==> config.mk <==
export PLATFORM = sky130hd
export DESIGN_NAME = grid_plotter
export DESIGN_NICKNAME = d
export VERILOG_FILES = /design/src/rtl/grid_plotter.sv
export SDC_FILE = /design/constraint.sdc
export NUM_CORES = 1
export LEC_CHECK = 0
export CAP_MARGIN = 40
export CORE_ASPECT_RATIO = 0.9
export CORE_MARGIN = 2
export CORE_UTILIZATION = 25
export CTS_CLUSTER_DIAMETER = 120
export DETAILED_ROUTE_END_ITERATION = 16
export GPL_ROUTABILITY_DRIVEN = 0
export GPL_TIMING_DRIVEN = 0
export SYNTH_ARGS = -nofsm -noshare
export SYNTH_HDL_FRONTEND = slang
export SYNTH_SLANG_ARGS = --single-unit
==> constraint.sdc <==
create_clock -name clock -period 9.22 [get_ports clock]
set_input_delay 0.922 -clock clock [delete_from_list [all_inputs] [get_ports clock]]
set_output_delay 0.922 -clock clock [all_outputs]
set_load 0.005 [all_outputs]
==> src/rtl/grid_plotter.sv <==
// grid_plotter: cell cursor over a ROWS x COLS answer grid plus a cell
// rasteriser that emits per-pixel x/y/colour/plot strobes for a VGA adapter.
// Optional feature macro: GRID_PLOTTER_MISS_ERASE_EN. When it is defined, a
// miss (correct=0) erases rows 0..r of the current column in one busy period.
module grid_plotter #(
    parameter int ROWS     = 5,
    parameter int COLS     = 6,
    parameter int X_ORIGIN = 20,
    parameter int Y_ORIGIN = 30,
    parameter int X_PITCH  = 10,
    parameter int Y_PITCH  = 4,
    parameter int CELL_W   = 8,
    parameter int CELL_H   = 3
) (
    input  logic       clock,
    input  logic       reset,
    input  logic       step,
    input  logic       correct,
    input  logic [1:0] selection,
    output logic [7:0] x,
    output logic [7:0] y,
    output logic [2:0] colour,
    output logic       plot,
    output logic       busy,
    output logic       done,
    output logic [4:0] row,
    output logic [4:0] column,
    output logic       board_full
);

    localparam int DXW = $clog2(CELL_W);
    localparam int DYW = $clog2(CELL_H);

    localparam logic [1:0] MODE_ERASE   = 2'b10;
    localparam logic [1:0] MODE_OUTLINE = 2'b11;

    typedef enum logic [1:0] {IDLE, DRAW, DONE} state_t;

    state_t state, state_next;

    // Cell currently being rasterised and the pixel offset within it
    logic [4:0]     cell_row, cell_col, end_row;
    logic [1:0]     mode;
    logic [DXW-1:0] dx;
    logic [DYW-1:0] dy;

    // Next pixel to present, produced by the control block
    logic           pix_load;
    logic [4:0]     pix_row, pix_col;
    logic [1:0]     pix_mode;
    logic [DXW-1:0] pix_dx;
    logic [DYW-1:0] pix_dy;

    logic           accept, last_px, last_cell;
    logic [1:0]     accept_mode;
    logic [4:0]     start_row;
    logic [7:0]     px_x, px_y;
    logic [2:0]     px_colour;
    logic           px_plot, px_edge;

    assign accept    = step && (state == IDLE) && !board_full;
    assign last_px   = (dx == DXW'(CELL_W - 1)) && (dy == DYW'(CELL_H - 1));
    assign last_cell = (cell_row == end_row);

`ifdef GRID_PLOTTER_MISS_ERASE_EN
    // A miss wipes the column from the top down to the cursor row
    assign accept_mode = correct ? selection : MODE_ERASE;
    assign start_row   = correct ? row : 5'd0;
`else
    assign accept_mode = selection;
    assign start_row   = row;
`endif

    // Pixel coordinates wrap modulo 256, matching an 8-bit VGA port
    assign px_x = 8'(X_ORIGIN) + 8'(pix_col) * 8'(X_PITCH) + 8'(pix_dx);
    assign px_y = 8'(Y_ORIGIN) + 8'(pix_row) * 8'(Y_PITCH) + 8'(pix_dy);
    assign px_edge = (pix_dx == '0) || (pix_dx == DXW'(CELL_W - 1)) ||
                     (pix_dy == '0) || (pix_dy == DYW'(CELL_H - 1));
    assign px_plot = (pix_mode != MODE_OUTLINE) || px_edge;

    // Colour decode of the latched draw mode
    always_comb begin
        unique case (pix_mode)
            2'b00:   px_colour = 3'b100;
            2'b01:   px_colour = 3'b111;
            2'b11:   px_colour = 3'b111;
            default: px_colour = 3'b000;
        endcase
    end

    // Next-state, status outputs and next-pixel selection
    always_comb begin
        // NOTE: every output of this block gets a default first, so no path leaves one unassigned and no latch is inferred.
        state_next = state;
        busy       = 1'b0;
        done       = 1'b0;
        pix_load   = 1'b0;
        pix_row    = cell_row;
        pix_col    = cell_col;
        pix_mode   = mode;
        pix_dx     = dx;
        pix_dy     = dy;
        unique case (state)
            IDLE: begin
                if (accept) begin
                    state_next = DRAW;
                    pix_load   = 1'b1;
                    pix_row    = start_row;
                    pix_col    = column;
                    pix_mode   = accept_mode;
                    pix_dx     = '0;
                    pix_dy     = '0;
                end
            end
            DRAW: begin
                busy = 1'b1;
                if (last_px) begin
                    if (last_cell) begin
                        state_next = DONE;
                    end else begin
                        pix_load = 1'b1;
                        pix_row  = cell_row + 5'd1;
                        pix_dx   = '0;
                        pix_dy   = '0;
                    end
                end else begin
                    pix_load = 1'b1;
                    if (dx == DXW'(CELL_W - 1)) begin
                        pix_dx = '0;
                        pix_dy = dy + 1'b1;
                    end else begin
                        pix_dx = dx + 1'b1;
                    end
                end
            end
            DONE: begin
                busy       = 1'b1;
                done       = 1'b1;
                state_next = IDLE;
            end
            default: state_next = IDLE;
        endcase
    end

    // State register
    always_ff @(posedge clock or negedge reset) begin
        // NOTE: sequential state uses non-blocking assignments so every register samples pre-edge values.
        if (!reset) state <= IDLE;
        else        state <= state_next;
    end

    // Pixel output registers and rasteriser position
    always_ff @(posedge clock or negedge reset) begin
        if (!reset) begin
            cell_row <= '0;
            cell_col <= '0;
            mode     <= '0;
            dx       <= '0;
            dy       <= '0;
            x        <= '0;
            y        <= '0;
            colour   <= '0;
            plot     <= 1'b0;
        end else if (pix_load) begin
            cell_row <= pix_row;
            cell_col <= pix_col;
            mode     <= pix_mode;
            dx       <= pix_dx;
            dy       <= pix_dy;
            x        <= px_x;
            y        <= px_y;
            colour   <= px_colour;
            plot     <= px_plot;
        end else begin
            plot     <= 1'b0;
        end
    end

    // Cursor advance on accepted steps; board_full is sticky until reset
    always_ff @(posedge clock or negedge reset) begin
        if (!reset) begin
            row        <= '0;
            column     <= '0;
            end_row    <= '0;
            board_full <= 1'b0;
        end else if (accept) begin
            end_row <= row;
            if (correct) begin
                if (row == 5'(ROWS - 1)) begin
                    row <= '0;
                    if (column == 5'(COLS - 1)) board_full <= 1'b1;
                    else                        column     <= column + 5'd1;
                end else begin
                    row <= row + 5'd1;
                end
            end else begin
                row <= '0;
            end
        end
    end

endmodule
== After elaboration in Yosys (flattened, before gate mapping) ==
Index checks and enable logic that the tools add are counted.

* Flip-flop bits (word level): 55
* Logic and storage cells: 89
* Output and inout bits: 33

* Bitwise logic cells: 1
* $add $sub $neg: 9
* Equality and inequality tests: 15
* Mux-type cells: 32
* $mul: 1
* Reduce and logical (&&, ||, !) cells: 17

{| class="wikitable"
|+ Operator list
! kind !! count
|-
| $mux 5 || 7
|-
| $mux 2 || 9
|-
| $add 5x1->5 const B || 3
|-
| $mux 3 || 4
|-
| $pmux 3 s2 || 2
|-
| $eq 5x3->1 const B || 2
|-
| $pmux 5 s2 || 1
|-
| $add 5x7->8 const A || 1
|-
| $add 5x8->8 const A || 1
|-
| $add 8x2->8 || 1
|-
| $add 8x3->8 || 1
|-
| $eq 2x2->1 const B || 4
|-
| $ne 2x2->1 const B || 4
|-
| $pmux 2 s2 || 2
|-
| $reduce_and 4->1 || 2
|-
| $mul 5x3->7 const B || 1
|-
| $eq 3x3->1 const B || 2
|-
| $logic_not 2->1 || 3
|-
| $mux 1 || 6
|-
| $eq 5x5->1 || 1
|-
| $eq 2x1->1 const B || 2
|-
| $logic_or 1x1->1 || 4
|-
| $reduce_or 2->1 || 2
|-
| $add 3x1->3 const B || 1
|-
| other kinds (7) || 9
|}

== Logic depth before layout (Yosys ltp) ==
Gate-level depths: netlist of run 1.

* Word-level depth: 11
* Depth in mapped cells: 16
* Gate-level depth less buffers: 14

== Worst setup path before layout of run 1 ==
Ideal clock, no wire load.

* Path type: input port to flip-flop
* Start: input port step
* End: register x[7]
* Stages on the path: 13
* Setup slack: 5.643 ns
* Arrival time: 3.442 ns
* Cell sequence: and3b_1 > clkbuf_1 > clkbuf_1 > nand2_1 > nand2_1 > ha_1 > ha_1 > fa_1 > ha_1 > and2_1 > o21a_1 > xnor2_1 > o21ai_0

* Longest elaborated chain between the ends: 7

{| class="wikitable"
|+ Ends and longest elaborated chain
! element !! RTL line !! text
|-
| from (decl) || 17 || <nowiki>input logic step,</nowiki>
|-
| $logic_and 1x1->1 (2 in series) || 61 || <nowiki>assign accept = step && (state == IDLE) && !board_full;</nowiki>
|-
| $mux 5 || 105 || <nowiki>if (accept) begin</nowiki>
|-
| $mux 5 || 103 || <nowiki>unique case (state)</nowiki>
|-
| net pix_col[3] || 49 || <nowiki>logic [4:0] pix_row, pix_col;</nowiki>
|-
| $mul 5x3->7 || 75 || <nowiki>assign px_x = 8'(X_ORIGIN) + 8'(pix_col) * 8'(X_PITCH) + 8'(pix_dx);</nowiki>
|-
| $add 5x8->8 || 75 ||
|-
| $add 8x3->8 || 75 ||
|-
| to (signal assigned) || 170 || <nowiki>x <= px_x;</nowiki>
|-
| to (decl) || 20 || <nowiki>output logic [7:0] x,</nowiki>
|}

The timed path passes the listed nets, and every way through them passes these cells.
A chain may end at the register's enable or synchronous reset.

== Worst setup path in the final report of run 1 ==
* Start: input port step
* End: register x[7]

* Longest elaborated chain between the ends: 7

{| class="wikitable"
|+ Ends and longest elaborated chain
! element !! RTL line
|-
| $logic_and 1x1->1 * (2 in series) || 61
|-
| $mux 5 || 105
|-
| $mux 5 || 103
|-
| $mul 5x3->7 || 75
|-
| $add 5x8->8 || 75
|-
| $add 8x3->8 || 75
|}

Every way passes the cells marked *; elsewhere a longest branch is shown, timed or not.

==> metrics.sh, run 1 <==
GRT.TOTAL_USAGE=0.1186
MOST_INSTANTIATED_LIBRARY_CELL_AFTER_SYNTHESIS='sky130_fd_sc_hd__nand2_1'
LAYOUT_MIN_CYCLE_TIME_NS=4.438
PATH_CLK_SLEW_NS=0.07
WORST-ENDPOINT-ARRIVAL_NS=4.59
FILLCELLCOUNT=1242
SYNTH-EDFF-COUNT=0
CRITPATHREQUIREDTIME_NS=9.37
MULTI_INPUT_LOGIC_AREA_UM2=1583
FINAL.PERIOD_UTILIZATION=0.4813
REGISTER_AREA_UM2=1276
SYNTH_AREA_LEADER_CELL='sky130_fd_sc_hd__dfrtp_1'
RUN_STATUS='completed'
HOLD_CRIT_CLASS='flip-flop to flip-flop'
GRT_OVERFLOW=0
VIAS=2471
HOLDPATHEND='x[2]'
REG2REG_FROM='state[1]'
SYN-NUM-NETS=356
P_PER_AREA_nW_PER_UM2=312.4
SYNTH.LIB_CELLS_USED.DISTINCT=53
SYNTH.TOP_CELLS.BY_AREA='sky130_fd_sc_hd__dfrtp_1 (42%), sky130_fd_sc_hd__ha_1 (9.5%), sky130_fd_sc_hd__nand2_1 (7.2%)'
FINAL_ANTENNA_NET_COUNT=0
FIRST_PASS_GRT_WIRE_LENGTH_UM=12550
FINALMAXSLEWVIOLATIONS=0
ANTENNADIODECOUNT=0
TRITONCTS='built'
SLEW-LIMIT-HEADROOM=0.6023
FINALHOLDVIOLATIONS=0
NUM-NETS-FINAL=402
SYNTH.AVG_CELL_AREA_UM2=9.320
IRDROPWORSTVDD_mV=0.1049
SYNTH.YOSYS.SEQ_AREA_SHARE=0.4213
GRT_PASS1_VIAS=2549
LAUNCH_INSTANCE_OF_THE_WORST_MIN_DELAY_PATH='x[2]'
YOSYS_WARNINGS=0
GRT_START_MAX_NET_PINS=31
R2R-END='x[7]'
POST_DETAIL_PLACE_HPWL_UM=5458
VIA_PER_INST=4.653
LKG_PWR_nW=1.773
MAX_FANOUT_ON_CRITICAL_PATH=10
FIN_SETUP_TNS_NS=0
SYNTH-ASYNC-RESET-RATIO=1.000
TIMING.REG2REG.WORST_PATH_DEPTH=15
POSTSYNTHCELLCOUNT=325
ANTENNA_FOUND_INITIAL=0
TIMING.HOLD.WORST_PATH_DEPTH=2
POST_DRT_WL_PER_CELL_UM=13.63
WL_UM=7237
CRITICALPATHCATEGORY='primary input to flip-flop'
CTS_MAX_LEVEL=2
CTS_MADE_BUFFERS=5
CAP_VIOLATIONS=0
CORE-AREA_UM2=11930
WORST_SLEW_PIN_SLEW_NS=0.5891
YOSYS-TOP-CELLS-COUNT='sky130_fd_sc_hd__nand2_1 (58), sky130_fd_sc_hd__dfrtp_1 (51), sky130_fd_sc_hd__ha_1 (23), sky130_fd_sc_hd__inv_1 (23), sky130_fd_sc_hd__nor2_1 (17)'
SETUP-VIOLATIONS-FINAL=0
POST_CTS.REPAIR.SETUP_BUFFERS=0
CP-END-KIND='flip-flop'
GRT_SETUP_UNREPAIRED='no'
DRCVIOLATIONCOUNT=0
MAX_FREQ_GHz=0.2253
WORST_SKEW_PAIR.LATE_LATENCY_NS=0.29
AREA_DELTA_SYNTH_FINAL_PCT=25.03
WORSTSETUPSTARTPOINTTYPE='primary input'
CLOCK-SINKS=51
DRTITER0DRC=132
SYNTH_AREA_UM2=3029
SYNTHFLOPTYPE='sky130_fd_sc_hd__dfrtp_1'
SETUP_SLACK_OF_THE_WORST_REGISTER_TO_REGISTER_PATH_NS=5.07
HOLDBUFCOUNTCTS=0
CLOCK_SKEW_NS=0.007520
DRT-PASS1-ITER-COUNT=4
REPORT.POWER.TOTAL_mW=1.183
BUFFER_PORTS.INSERTED=38
SYNTH_LARGEST_TYPE_AREA_FRACTION=0.4213
MAX-CLOCK-PATH-BUFFERS=2
FLOORPLAN.IO_PINS=39
FP.DIEAREA_UM2=13010
DIE_W_UM=120.0
DRIVE_ABOVE_1_SHARE=0.09164
EFFECTIVE_UTILIZATION_AT_FLOORPLAN=0.2538
DIE_HEIGHT_UM=108.4
FP-ROW-COUNT=38
SYNTH-SEQ-CELLS=51
CLK_ROOT_BUFFER_CELL='sky130_fd_sc_hd__clkbuf_16'
POSTCTSRESIZEDCELLS=0
-- routing by layer --
layer,part of all wire,vias to the layer above,track usage
met3,0.028,5,0.02057
met4,0.0040,0,0.02017
met1,0.48,1213,0.1574
li1,-,1208,-
met5,0,-,0
met2,0.49,45,0.2054
-- metrics by stage --
step | area [µm²] | hold WS [ns] | setup slack (ns) | utilization | cells
after floorplan | 3029 | 0.4387 | 5.643 | - | 325
after global placement | 3610 | 0.4523 | 4.519 | 0.3025 | 523
after detailed placement | 3625 | 0.4593 | 4.474 | 0.3037 | 524
after CTS | 3787 | 0.4751 | 4.767 | 0.3174 | 531
after global routing | 3787 | 0.4995 | 4.493 | 0.3174 | 531
final | 3787 | 0.4672 | 4.782 | 0.3174 | 531
-- state kept, by name, summed over array words and instances, names as in the netlist --
signal / flops
dy: 1
column: 5
cell_row: 5
y: 8
state: 2
dx: 2
row: 5
mode: 2
board_full: 1
cell_col: 5
plot: 1
x: 8
colour: 1
end_row: 5
-- power by group --
group / switching [mW] / total (mW) / internal, mW / leakage (nW)
Sequential: 0.0610 / 0.358 / 0.297 / 0.653
Clock: 0.0851 / 0.212 / 0.127 / 0.0759
Combinational: 0.325 / 0.613 / 0.288 / 1.04
-- kinds of logic after synthesis --
group	Yosys count	synth area share
AO/OA/AOI/OAI	66	0.1503
XOR/XNOR	17	0.04915
adder cells (fa/ha/maj)	25	0.1082
buffers and inverters	38	0.05617
flip-flops	51	0.4213
multiplexers	7	0.02478
AND/OR/NAND/NOR	121	0.1900
-- critical path: stages --
cell and delay [ns]:
sky130_fd_sc_hd__clkdlybuf4s50_1 0.53, sky130_fd_sc_hd__and3b_1 0.17, sky130_fd_sc_hd__clkbuf_1 0.32, sky130_fd_sc_hd__clkbuf_1 0.49, sky130_fd_sc_hd__mux2i_1 0.46, sky130_fd_sc_hd__nor2_1 0.08
sky130_fd_sc_hd__ha_1 0.23, sky130_fd_sc_hd__fa_1 0.48, sky130_fd_sc_hd__ha_1 0.33, sky130_fd_sc_hd__and2_1 0.14, sky130_fd_sc_hd__o21a_1 0.18, sky130_fd_sc_hd__xnor2_1 0.14
sky130_fd_sc_hd__o21ai_0 0.09
-- cell type report --
cell class              count  area share
flip-flops and latches     51      0.3370
clock inverters             2    0.009911
well taps                 160     0.05286
clock buffers               5     0.03304
repair buffers             39      0.1044
plain buffers              15     0.02213
inverters                  23     0.02279
multi-input cells         236      0.4179
-- how the worst max path moves through the flow --
stage,to,cells after the start,start
2_1_floorplan,x[7],13,step
3_3_place_gp,x[7],13,step
3_5_place_dp,x[7],13,step
4_1_cts,x[7],13,step
5_1_grt,x[7],13,step
6_report,x[7],13,step
-- cell usage in the layout (no fill, tap or decap), drive strengths merged, types with 6 or more instances in the layout --
cell type and n:
a21oi 16, buf 12, clkbuf 10, clkdlybuf4s50 37
dfrtp 51, ha 23, inv 23, nand2 58
nand3 13, nand4 6, nor2 17, o21ai 15
xnor2 12
No activity file was read; power rests on OpenSTA's default activity.
==> run 2: changes to the inputs <==
- clock period: 9.22 -> 4.22 ns (I/O delays scaled with it)
==> metrics.sh, run 2 (same netlist as run 1, synthesis figures left out) <==
FP-ROW-COUNT=38
IRDROPWORSTVDD_mV=0.2314
MAX-CLOCK-PATH-BUFFERS=2
FP.DIEAREA_UM2=13010
GRT_START_MAX_NET_PINS=31
FINALMAXSLEWVIOLATIONS=0
BUFFER_PORTS.INSERTED=38
LKG_PWR_nW=1.776
DRT-PASS1-ITER-COUNT=4
POSTPLACECELLAREA_UM2=3625
CLOCK_SKEW_NS=0.006802
SWITCHING_POWER_mW=1.031
LAYOUT_COMMON_CELLS='sky130_fd_sc_hd__nand2_1 (58), sky130_fd_sc_hd__dfrtp_1 (51), sky130_fd_sc_hd__clkdlybuf4s50_1 (37)'
VIA_PER_INST=4.669
CLOCK-SINKS=51
SETUP-VIOLATIONS-FINAL=0
LAYOUT.CELL_AREA.NON_FILLER_UM2=3792
DIE_W_UM=120.0
DRCVIOLATIONCOUNT=0
RUN_STATUS='completed'
NUM-NETS-FINAL=402
ANTENNADIODECOUNT=0
FLOORPLAN.IO_PINS=39
FINALHOLDVIOLATIONS=0
VIAS=2479
HOLD_CRIT_CLASS='primary input to async pin'
P_COMB_FRAC=0.519
CLK_ROOT_BUFFER_CELL='sky130_fd_sc_hd__clkbuf_16'
FILLCELLCOUNT=1242
DRTITER0DRC=129
WORST_SKEW_PAIR.LATE_LATENCY_NS=0.29
MAX_FANOUT_ON_CRITICAL_PATH=10
SLEW-LIMIT-HEADROOM=0.6049
SETUP_SLACK_OF_THE_WORST_REGISTER_TO_REGISTER_PATH_NS=0.30
CRITPATHREQUIREDTIME_NS=4.37
GRT_PASS1_VIAS=2549
CRITPATHMAXSTAGEDELAY_NS=0.48
WORSTSETUPSTARTPOINTTYPE='flip-flop'
PATH_CLK_SLEW_NS=0.07
CAP_VIOLATIONS=0
WL_UM=7228
AREA_DELTA_SYNTH_FINAL_PCT=25.20
CTS_MADE_BUFFERS=5
P_PER_AREA_nW_PER_UM2=682.6
FINAL_COMMON_CELL='sky130_fd_sc_hd__nand2_1'
R2R-END='x[7]'
CELL_INTERNAL_PWR_mW=1.557
MAX_FREQ_GHz=0.2553
POST_DETAIL_PLACE_HPWL_UM=5458
POST_DRT_WL_PER_CELL_UM=13.61
SEQ_POWER_SHARE=0.302
TIMING.REG2REG.WORST_PATH_DEPTH=16
EFFECTIVE_UTILIZATION_AT_FLOORPLAN=0.2538
REG2REG_FROM='state[1]'
CORE-AREA_UM2=11930
WORST_SLEW_PIN_SLEW_NS=0.5852
PATH_CELLS='inv_1, ha_1, buf_2, and3b_1, clkbuf_1, buf_2, nand2_1, nand2_1, ha_1, ha_1, fa_1, ha_1, and2_1, o21a_1, xnor2_1, o21ai_0'
WORST-ENDPOINT-ARRIVAL_NS=4.07
LAYOUT_MIN_CYCLE_TIME_NS=3.917
CTS_MAX_LEVEL=2
ANTENNA_FOUND_INITIAL=0
CRIT_PATH_TOP_DELAY_CELL='sky130_fd_sc_hd__fa_1'
DIE_HEIGHT_UM=108.4
FIRST_PASS_GRT_WIRE_LENGTH_UM=12550
POST-ROUTE-UTIL=0.3178
FINAL_ANTENNA_NET_COUNT=0
FINAL.PERIOD_UTILIZATION=0.9283
CRIT_TOP_CELL='sky130_fd_sc_hd__ha_1'
TRITONCTS='built'
POWER.SWITCHING_FRACTION=0.3984
GRT_OVERFLOW=0
CP-END-KIND='flip-flop'
CLOCK_POWER_SHARE=0.178
DRIVE_ABOVE_1_SHARE=0.09704
LARGESTREGISTERS='x x8, y x8'
GRT_SETUP_UNREPAIRED='no'
CRITICALPATHCATEGORY='flip-flop to flip-flop'
GRT.TOTAL_USAGE=0.1186
## run 2: cell count changes in the layout (fill, tap and decap cells not counted)
cell                       before  now
sky130_fd_sc_hd__buf_2          5    6
sky130_fd_sc_hd__clkbuf_1       5    4
sky130_fd_sc_hd__mux2i_2        0    1
sky130_fd_sc_hd__mux2i_1        3    2
## run 2: worst max path at each step
stage	from	to	slack [ns]	depth (start not counted)
final	state[1]	x[7]	0.30	16
after global routing	state[1]	x[7]	0.02	16
after CTS	state[1]	x[7]	0.05	15
after detailed placement	step	x[7]	-0.03	13
after global placement	step	x[7]	0.02	13
after floorplan	state[0]	x[7]	0.78	16
## run 2: per-stage QoR
step	power (mW)	instances	TNS, ns	setup WS, ns	hold WS [ns]
2_1_floorplan	1.653	325	0	0.7835	0.1264
3_3_place_gp	2.101	523	0	0.01919	0.4523
3_5_place_dp	2.137	524	-0.02614	-0.02614	0.4497
4_1_cts	2.612	531	0	0.05199	0.1372
5_1_grt	2.815	531	0	0.01836	0.1601
6_report	2.589	531	0	0.3026	0.1254
## run 2: cell type report
class | count | area (µm²) | area share
tap | 160 | 200.2 | 0.05279
clock inverter | 2 | 37.54 | 0.009898
timing repair buffer | 39 | 395.4 | 0.1043
sequential | 51 | 1276 | 0.3365
multi-input combinational | 236 | 1587 | 0.4183
inverter | 23 | 86.33 | 0.02276
buffer | 15 | 85.08 | 0.02243
clock buffer | 5 | 125.1 | 0.03299
## run 2: routing by layer
metal | wire length [µm] | part of all wire | global-route usage
met5 | 0 | 0 | 0
met4 | 45 | 0.0062 | 0.02017
met3 | 187 | 0.026 | 0.02057
met2 | 3500 | 0.48 | 0.2054
met1 | 3495 | 0.48 | 0.1574
## run 2: power groups by stage
stage	logic [mW]	registers (mW)	clock network, mW
after floorplan	0.886	0.767	0
after global placement	1.31	0.790	0
after detailed placement	1.34	0.794	0
after CTS	1.35	0.785	0.475
after global routing	1.51	0.809	0.492
final	1.34	0.783	0.462
## run 2: worst max-delay path, delay by kind of cell (launching register included)
kind / cells / cell delay (ns)
adder cells (fa/ha/maj): 5 / 1.45
buffers and inverters: 4 / 0.97
AND/OR/NAND/NOR: 4 / 0.52
flip-flops: 1 / 0.41
AO/OA/AOI/OAI: 2 / 0.27
XOR/XNOR: 1 / 0.14
## run 2: timing repair
action	4_1_cts	5_1_grt
buffers inserted	0	0
gates resized for setup	0	4
hold buffers	0	0
endpoints found under the setup margin	0	1
